--- config.mk ---
export PLATFORM = sky130hd
export DESIGN_NAME = reg_bank_writer
export DESIGN_NICKNAME = d
export VERILOG_FILES = /design/src/rtl/regfile_pkg.sv /design/src/rtl/reg_decoder4to16.sv /design/src/rtl/reg_bank_writer.sv
export SDC_FILE = /design/constraint.sdc
export NUM_CORES = 1
export LEC_CHECK = 0
export BUFFER_PORTS_ARGS = -buffer_cell sky130_fd_sc_hd__buf_4
export CAP_MARGIN = 5
export CORE_MARGIN = 1
export CORE_UTILIZATION = 25
export CTS_CLUSTER_DIAMETER = 50
export DETAILED_ROUTE_END_ITERATION = 16
export HOLD_SLACK_MARGIN = 0.12
export PLACE_DENSITY = 0.49
export REMOVE_ABC_BUFFERS = 1
export SLEW_MARGIN = 25
export SYNTH_ARGS = -nofsm -noshare
export SYNTH_HDL_FRONTEND = slang
export SYNTH_SLANG_ARGS = --single-unit
--- constraint.sdc ---
create_clock -name clk -period 3.6 [get_ports clk]
set_clock_uncertainty 0.2 [all_clocks]
set_input_delay 0 -clock clk [delete_from_list [all_inputs] [get_ports clk]]
set_output_delay 0 -clock clk [all_outputs]
set_load 0.02 [all_outputs]
--- src/rtl/regfile_pkg.sv ---
// Shared types and constants for the 16 x 16-bit general register file.
package regfile_pkg;

    localparam int WIDTH = 16;
    localparam int NREG  = 16;

    typedef logic [3:0]       reg_idx_t;
    typedef logic [WIDTH-1:0] word_t;

    localparam reg_idx_t ZERO_IDX = 4'd0;

endpackage : regfile_pkg

--- src/rtl/reg_decoder4to16.sv ---
// One-hot decoder: a 4-bit register index plus enable gives a 16-bit select mask.
module reg_decoder4to16
    import regfile_pkg::*;
(
    input  reg_idx_t          idx_i,
    input  logic              en_i,
    output logic [NREG-1:0]   onehot_o
);

    // Index-to-one-hot decode, all zeros when disabled
    always_comb begin
        onehot_o = {NREG{1'b0}};
        if (en_i) begin
            onehot_o[idx_i] = 1'b1;
        end else begin
            onehot_o = {NREG{1'b0}};
        end
    end

endmodule : reg_decoder4to16

--- src/rtl/reg_bank_writer.sv ---
// Write side of the general register file: register storage, write-back decode
// and a per-register busy scoreboard that stalls issue on write-after-write.
module reg_bank_writer
    import regfile_pkg::*;
#(
    parameter int WIDTH    = regfile_pkg::WIDTH,
    parameter int NREG     = regfile_pkg::NREG,
    parameter bit ZERO_REG = 1'b1
) (
    input  logic             clk,
    input  logic             rst_n,
    input  logic             iss_valid,
    input  logic [3:0]       iss_rd,
    output logic             iss_ready,
    input  logic             wb_valid,
    input  logic [3:0]       wb_rd,
    input  logic [WIDTH-1:0] wb_data,
    output logic             wb_stray,
    output logic [NREG-1:0]  busy,
    output logic [4:0]       pend_cnt,
    output logic [WIDTH-1:0] ra,
    output logic [WIDTH-1:0] rb,
    output logic [WIDTH-1:0] rc,
    output logic [WIDTH-1:0] rd,
    output logic [WIDTH-1:0] re,
    output logic [WIDTH-1:0] rf,
    output logic [WIDTH-1:0] rg,
    output logic [WIDTH-1:0] rh,
    output logic [WIDTH-1:0] ri,
    output logic [WIDTH-1:0] rj,
    output logic [WIDTH-1:0] rk,
    output logic [WIDTH-1:0] rl,
    output logic [WIDTH-1:0] rm,
    output logic [WIDTH-1:0] rn,
    output logic [WIDTH-1:0] ro,
    output logic [WIDTH-1:0] rp
);

    // Register 0 is masked out of every set/load when it is hardwired to zero.
    localparam logic [NREG-1:0] KEEP_MASK = ZERO_REG ? ~(NREG'(1)) : {NREG{1'b1}};

    logic [WIDTH-1:0] regs_q [NREG];
    logic [NREG-1:0]  busy_q, busy_d;
    logic [4:0]       pend_cnt_q, pend_cnt_d;
    logic             wb_stray_q, wb_stray_d;

    logic             iss_ready_s;
    logic             iss_fire_s;
    logic [NREG-1:0]  set_mask_s;
    logic [NREG-1:0]  wb_mask_s;
    logic [NREG-1:0]  set_eff_s;
    logic [NREG-1:0]  ld_eff_s;
    logic [NREG-1:0]  clr_s;

    // Issue readiness looks only at the registered scoreboard, never at a same-cycle write-back
    always_comb begin
        iss_ready_s = 1'b0;
        if (ZERO_REG && (iss_rd == ZERO_IDX)) begin
            iss_ready_s = 1'b1;
        end else begin
            iss_ready_s = ~busy_q[iss_rd];
        end
    end

    assign iss_fire_s = iss_valid & iss_ready_s;

    reg_decoder4to16 u_iss_dec (
        .idx_i    (iss_rd),
        .en_i     (iss_fire_s),
        .onehot_o (set_mask_s)
    );

    reg_decoder4to16 u_wb_dec (
        .idx_i    (wb_rd),
        .en_i     (wb_valid),
        .onehot_o (wb_mask_s)
    );

    assign set_eff_s = set_mask_s & KEEP_MASK;
    assign ld_eff_s  = wb_mask_s & KEEP_MASK;
    assign clr_s     = ld_eff_s & busy_q;

    // Scoreboard next state: set wins over clear; count tracks the net change
    always_comb begin
        busy_d     = (busy_q & ~clr_s) | set_eff_s;
        wb_stray_d = |(ld_eff_s & ~busy_q);
        pend_cnt_d = pend_cnt_q;
        case ({|set_eff_s, |clr_s})
            2'b10:   pend_cnt_d = pend_cnt_q + 5'd1;
            2'b01:   pend_cnt_d = pend_cnt_q - 5'd1;
            default: pend_cnt_d = pend_cnt_q;
        endcase
    end

    // Scoreboard, pending count and stray flag registers
    always_ff @(posedge clk or negedge rst_n) begin
        if (!rst_n) begin
            busy_q     <= {NREG{1'b0}};
            pend_cnt_q <= 5'd0;
            wb_stray_q <= 1'b0;
        end else begin
            busy_q     <= busy_d;
            pend_cnt_q <= pend_cnt_d;
            wb_stray_q <= wb_stray_d;
        end
    end

    // Architectural register array, loaded by the write-back decode
    always_ff @(posedge clk or negedge rst_n) begin
        if (!rst_n) begin
            for (int n = 0; n < NREG; n++) begin
                regs_q[n] <= {WIDTH{1'b0}};
            end
        end else begin
            for (int n = 0; n < NREG; n++) begin
                if (ld_eff_s[n]) begin
                    regs_q[n] <= wb_data;
                end
            end
        end
    end

    assign iss_ready = iss_ready_s;
    assign busy      = busy_q;
    assign pend_cnt  = pend_cnt_q;
    assign wb_stray  = wb_stray_q;

    assign ra = regs_q[0];
    assign rb = regs_q[1];
    assign rc = regs_q[2];
    assign rd = regs_q[3];
    assign re = regs_q[4];
    assign rf = regs_q[5];
    assign rg = regs_q[6];
    assign rh = regs_q[7];
    assign ri = regs_q[8];
    assign rj = regs_q[9];
    assign rk = regs_q[10];
    assign rl = regs_q[11];
    assign rm = regs_q[12];
    assign rn = regs_q[13];
    assign ro = regs_q[14];
    assign rp = regs_q[15];

endmodule : reg_bank_writer

==> out/qor.yml, run 1 <==
grt_max_degree: 93
numCtsBuffers: 38
clk_pin_slew_ns: 0.05
ys_async_sr_fraction: 1.00
fin_nets: 1089
p_per_area_nw_per_um2: 739
critPathMaxStageDelay_ns: 0.62
fin_crit_sh: 0.892
insertion_delay_ns: 0.54
cp_slowest_cell: "o31ai_1"
slew_headroom: 0.321
cts.sinks: 261
grt-ovfl-total: 0
synthTopCellsByArea: "dfrtp_1 61%, mux2_2 25%, buf_4 2.1%, mux2_1 1.2%, clkbuf_1 0.66%"
wl_mm: 35.3
ioPinCount: 307
cts-resized-gates: 0
fmax_mhz: 311
die_area_um2: 43800
setup_viol: 0
ys_seq_elements: 261
syn_area_per_cell_um2: 15.0
netlist_instances: 717
first_pass_iters: 4
cts_setup_buffers: 0
cts_root_buffer: "clkbuf_16"
crit_family: "compound AO/OA/AOI/OAI gates"
die_x_um: 209
cp_num_buf_inv: 0
antenna_left: 0
fin_setup_tns_ns: 0
gp_congestion: 0.806
drcViolationCount: 0
end_kind: "register"
synth_edf_count: 0
hold_buffers: 48
finalHoldViolations: 0
vias: 7315
fin_total_pwr_w: 0.0113
max_cap_violations: 0
layout_min_cycle_time_ns: 3.21
dp_hpwl_mm: 22.0
finish.instance_area_um2: 15200
critPathKind: "register to register"
core-area_um2: 42100
synth_warnings: 0
grt_pass1_wl_mm: 52.2
synth_top_area_share: 0.608
path_max_fanout: 9
area_growth_pct: 41.8
hp-class: "primary input to register"
cp.arrival_ns: 3.43
postPlaceCellArea_um2: 13400
yosysSeqAreaShare: 0.608
rsz0062_at_grt: "no"
initial_core_util: 0.255
row_count: 75
portBuffers: 289
antenna_found_initial: 0
grt_pass1_vias: 7584
first_iter_violations: 261
cp-start-kind: "register"
ys_types: 54
netlist_area_um2: 10700
synth_ff_type: "dfrtp_1"
ir_worst_vdd_mv: 0.389
diodes: 0
die_h_um: 209
clockBufferDepth: 3
p_leak_nw: 7.00
status: "finished clean"
worst_pin_slew_ns: 1.02
fill_cells: 4174
h-tree-depth: 2
grt_usage: 0.162
yosysTopAreaCell: "dfrtp_1"
timing.hold.ws_ns: 0.165
avgRoutedWirePerCell_um: 21.8
drive_gt1_frac: 0.571
cp.required_ns: 3.82
slew_violations: 0
tritoncts: "yes"
path_cells: "mux2i_1 > nor2b_1 > o31ai_1 > a32oi_1 > ha_1 > fa_1 > a21oi_1 > o21ai_0 > o311ai_0"
avgViaCountPerCell: 4.51
layer usage:
layer / GRT usage / vias up / part of all wire
li1: - / 3228 / -
met1: 0.215 / 3787 / 0.44
met2: 0.253 / 247 / 0.46
met3: 0.0453 / 53 / 0.069
met4: 0.0576 / 0 / 0.024
met5: 0 / - / 0
worst paths after layout:
| check | startpoint | endpoint | slack, ns | depth (start not counted) |
|---|---|---|---|---|
| setup / recovery | busy[3] | pend_cnt[4] | 0.39 | 9 |
| hold / removal | wb_data[8] | re[8] | 0.17 | 3 |
| setup reg to reg | busy[3] | pend_cnt[4] | 0.39 | 9 |
| hold reg to reg | re[6] | re[6] | 0.29 | 1 |
| max in group asynchronous | rst_n | rk[0] | 2.31 | 4 |
| min in group asynchronous | rst_n | ri[10] | 0.46 | 4 |
cell usage after synthesis, drive strengths merged (3+ instances only):
library cell	n
o41ai	4
inv	7
mux2	249
nor2b	7
nand2	17
a22o	4
nand3	3
nand3b	7
mux2i	3
ha	4
clkbuf	19
a32o	7
nor2	14
xnor2	3
buf	44
nand2b	9
a21oi	5
o21ai	10
nor3	8
dfrtp	261
stage by stage:
step | setup slack (ns) | cells | utilization
after floorplan | 0.641 | 670 | -
after global placement | 0.423 | 1506 | 0.318
after detailed placement | 0.378 | 1507 | 0.318
after CTS | 0.373 | 1621 | 0.361
after global routing | 0.138 | 1621 | 0.361
final | 0.388 | 1621 | 0.361
kinds of logic (layout without fill, tap and decap cells):
kind of cell / count (synthesis) / after routing / share of synthesized area
xor+xnor: 3 / 3 / 0.00245
other cells: 1 / 17 / 0.000349
buf+inv: 71 / 420 / 0.0381
compound gates: 49 / 49 / 0.0347
simple gates: 75 / 75 / 0.0460
flops: 261 / 261 / 0.608
mux: 252 / 252 / 0.264
fa+ha+maj: 5 / 5 / 0.00652
report_power, final:
group,internal [W],switching (W),leakage (nW)
Combinational,0.00156,0.00177,3.16
Sequential,0.00364,0.000437,3.20
Clock,0.00242,0.00143,0.637
Total,0.00762,0.00364,7.00
cells in the final DEF, fill, tap and decap left out, types with 6 or more instances in the layout:
cell / count
buf_4: 293
dfrtp_1: 261
mux2_2: 238
dlygate4sd3_1: 47
clkbuf_16: 39
conb_1: 17
nand2_1: 12
mux2_1: 11
o21ai_0: 10
nand2b_1: 8
nor3_1: 8
nor2_4: 7
inv_1: 7
a32o_1: 7
nor2b_1: 6
clkbuf_8: 6
clkbuf_1: 6
layout make-up:
class                   count  area [um^2]  area share
flip-flops and latches    261         6530       0.429
clock buffers              51         1080      0.0710
inverters                   8         30.0     0.00197
well taps                 539          674      0.0443
multi-input cells         401         3880       0.255
clock inverters            15          233      0.0153
repair buffers            346         2800       0.184
worst register-to-register path, stage by stage (launching register included):
cell and delay (ns):
dfrtp_1 0.41, mux2i_1 0.15, nor2b_1 0.07, o31ai_1 0.62, a32oi_1 0.16, ha_1 0.36, fa_1 0.45, a21oi_1 0.22
o21ai_0 0.14, o311ai_0 0.33
No activity file was read; power rests on OpenSTA's default activity.
==> inputs of run 2 (changes only) <==
Settings changed: CORE_MARGIN 1 to 2, SETUP_SLACK_MARGIN set to 0.5, SKIP_LAST_GASP set to 1.
==> out/qor.yml, run 2 (synthesized netlist as in run 1, its figures left out) <==
status: "finished clean"
critPathKind: "register to register"
grt_pass1_wl_mm: 52.3  # +0.28%
drcViolationCount: 0  # unchanged
cp.required_ns: 3.83  # about the same
slew_violations: 0  # unchanged
grt_pass1_vias: 7586  # +0.026%
rsz0062_at_grt: "no"
area_growth_pct: 42.4
fin_nets: 1087  # -0.18%
row_count: 75  # unchanged
max_cap_violations: 0  # unchanged
numCtsBuffers: 39  # +2.6%
layout_min_cycle_time_ns: 3.00  # -0.210 ns
cts_root_buffer: "clkbuf_16"
wl_mm: 36.0  # +1.7%
cp-start-kind: "register"
finalHoldViolations: 0  # unchanged
gp_congestion: 0.844  # +4.7%
cts.sinks: 261  # unchanged
end_kind: "register"
die_x_um: 211  # +0.96%
core-area_um2: 42100  # unchanged
fin_setup_tns_ns: 0  # unchanged
h-tree-depth: 2  # unchanged
p_leak_nw: 7.02  # +0.27%
slew_headroom: 0.333  # +0.0124
fin_crit_sh: 0.834  # -0.0584
p_per_area_nw_per_um2: 757  # +2.5%
ir_worst_vdd_mv: 0.396  # +1.6%
die_area_um2: 44600  # +1.9%
worst_pin_slew_ns: 0.998  # -0.0186 ns
fin_ws_ns: 0.598  # +0.210 ns
clk_pin_slew_ns: 0.05  # about the same
most-common-layout-cells: "297 x buf_4, 261 x dfrtp_1, 238 x mux2_2, 43 x dlygate4sd3_1, 39 x clkbuf_16"
path_max_fanout: 9  # unchanged
drive_gt1_frac: 0.581  # +0.00978
die_h_um: 211  # +0.96%
grt-ovfl-total: 0  # unchanged
first_iter_violations: 334  # +28%
grt_usage: 0.161  # -0.00173
avgRoutedWirePerCell_um: 22.2  # +1.8%
dp_hpwl_mm: 22.3  # +0.99%
clockBufferDepth: 3  # unchanged
place_inst: 1506  # -0.066%
layoutNonFillerInstCount: 1620  # -0.062%
grt_max_degree: 78  # -16%
place_ws_ns: 0.315  # -0.0636 ns
antenna_found_initial: 0  # unchanged
diodes: 0  # unchanged
vias: 7314  # -0.014%
avgViaCountPerCell: 4.51  # about the same
final_common_cell: "buf_4"
tritoncts: "yes"
portBuffers: 289  # unchanged
antenna_left: 0  # unchanged
fill_cells: 4114  # -1.4%
first_pass_iters: 4  # unchanged
fmax_mhz: 333  # +7.0%
setup_viol: 0  # unchanged
insertion_delay_ns: 0.54  # about the same
hp-class: "primary input to register"
ioPinCount: 307  # unchanged
cp.arrival_ns: 3.23  # -0.20 ns
fin_total_pwr_w: 0.0116  # +2.9%
initial_core_util: 0.255  # unchanged
## run 2: cell count changes in the layout (fill, tap and decap cells not counted), sizes merged
cell,previous run,this run
clkinv,7,4
dlygate4sd3,47,43
buf,299,300
inv,11,12
bufinv,4,8
clkbuf,51,49
clkinvlp,1,3
## run 2: through the flow
| stage | area (um^2) | hold slack (ns) | utilization |
|---|---|---|---|
| floorplan | 10400 | -0.496 | - |
| finish | 15300 | 0.168 | 0.363 |
| detailed placement | 13400 | -0.161 | 0.317 |
| global placement | 13400 | -0.148 | 0.317 |
| CTS | 15200 | 0.120 | 0.362 |
| global route | 15300 | 0.163 | 0.363 |
## run 2: power by group
part           leakage, nW  total [W]  switching, W  internal (W)
Clock                0.678    0.00414       0.00144       0.00269
Combinational         3.14    0.00337       0.00179       0.00157
Sequential            3.20    0.00407      0.000434       0.00364
## run 2: path summary, 6_finish.rpt
kind / cells past startpoint / from / slack [ns] / to
max reg2reg: 9 / busy[8] / 0.60 / pend_cnt[4]
max: 9 / busy[8] / 0.60 / pend_cnt[4]
max in group asynchronous: 4 / rst_n / 2.36 / busy[1]
min reg2reg: 1 / re[7] / 0.29 / re[7]
min in group asynchronous: 4 / rst_n / 0.46 / rb[11]
min: 3 / wb_data[12] / 0.17 / re[12]
## run 2: layer usage
layer / vias up / global-route usage / part of all wire
li1: 3221 / - / -
met5: - / 0 / 0
met4: 0 / 0.0566 / 0.026
met2: 245 / 0.253 / 0.47
met3: 51 / 0.0504 / 0.074
met1: 3797 / 0.208 / 0.43
## run 2: layout make-up
type | instances | area (um^2) | share of cell area
clock buffer | 49 | 1070 | 0.0702
clock inverter | 19 | 328 | 0.0214
inverter | 8 | 30.0 | 0.00196
multi-input combinational | 401 | 3930 | 0.257
sequential | 261 | 6530 | 0.427
tap | 539 | 674 | 0.0441
timing repair buffer | 343 | 2720 | 0.178
## run 2: what timing repair did
item	4_1_cts	5_1_grt
endpoints found under the hold margin	522	0
setup buffers	0	2
resized for setup	3	6
pin swaps	1	2
hold buffers	44	0
setup endpoints to repair	2	2
## run 2: worst max-delay path: stages (launching register included)
cell,delay [ns]
dfrtp_1,0.43
nor2b_1,0.16
a2111oi_0,0.44
or3_4,0.27
a32oi_4,0.15
ha_4,0.24
fa_1,0.43
a21oi_2,0.19
o21ai_0,0.12
o311ai_1,0.27
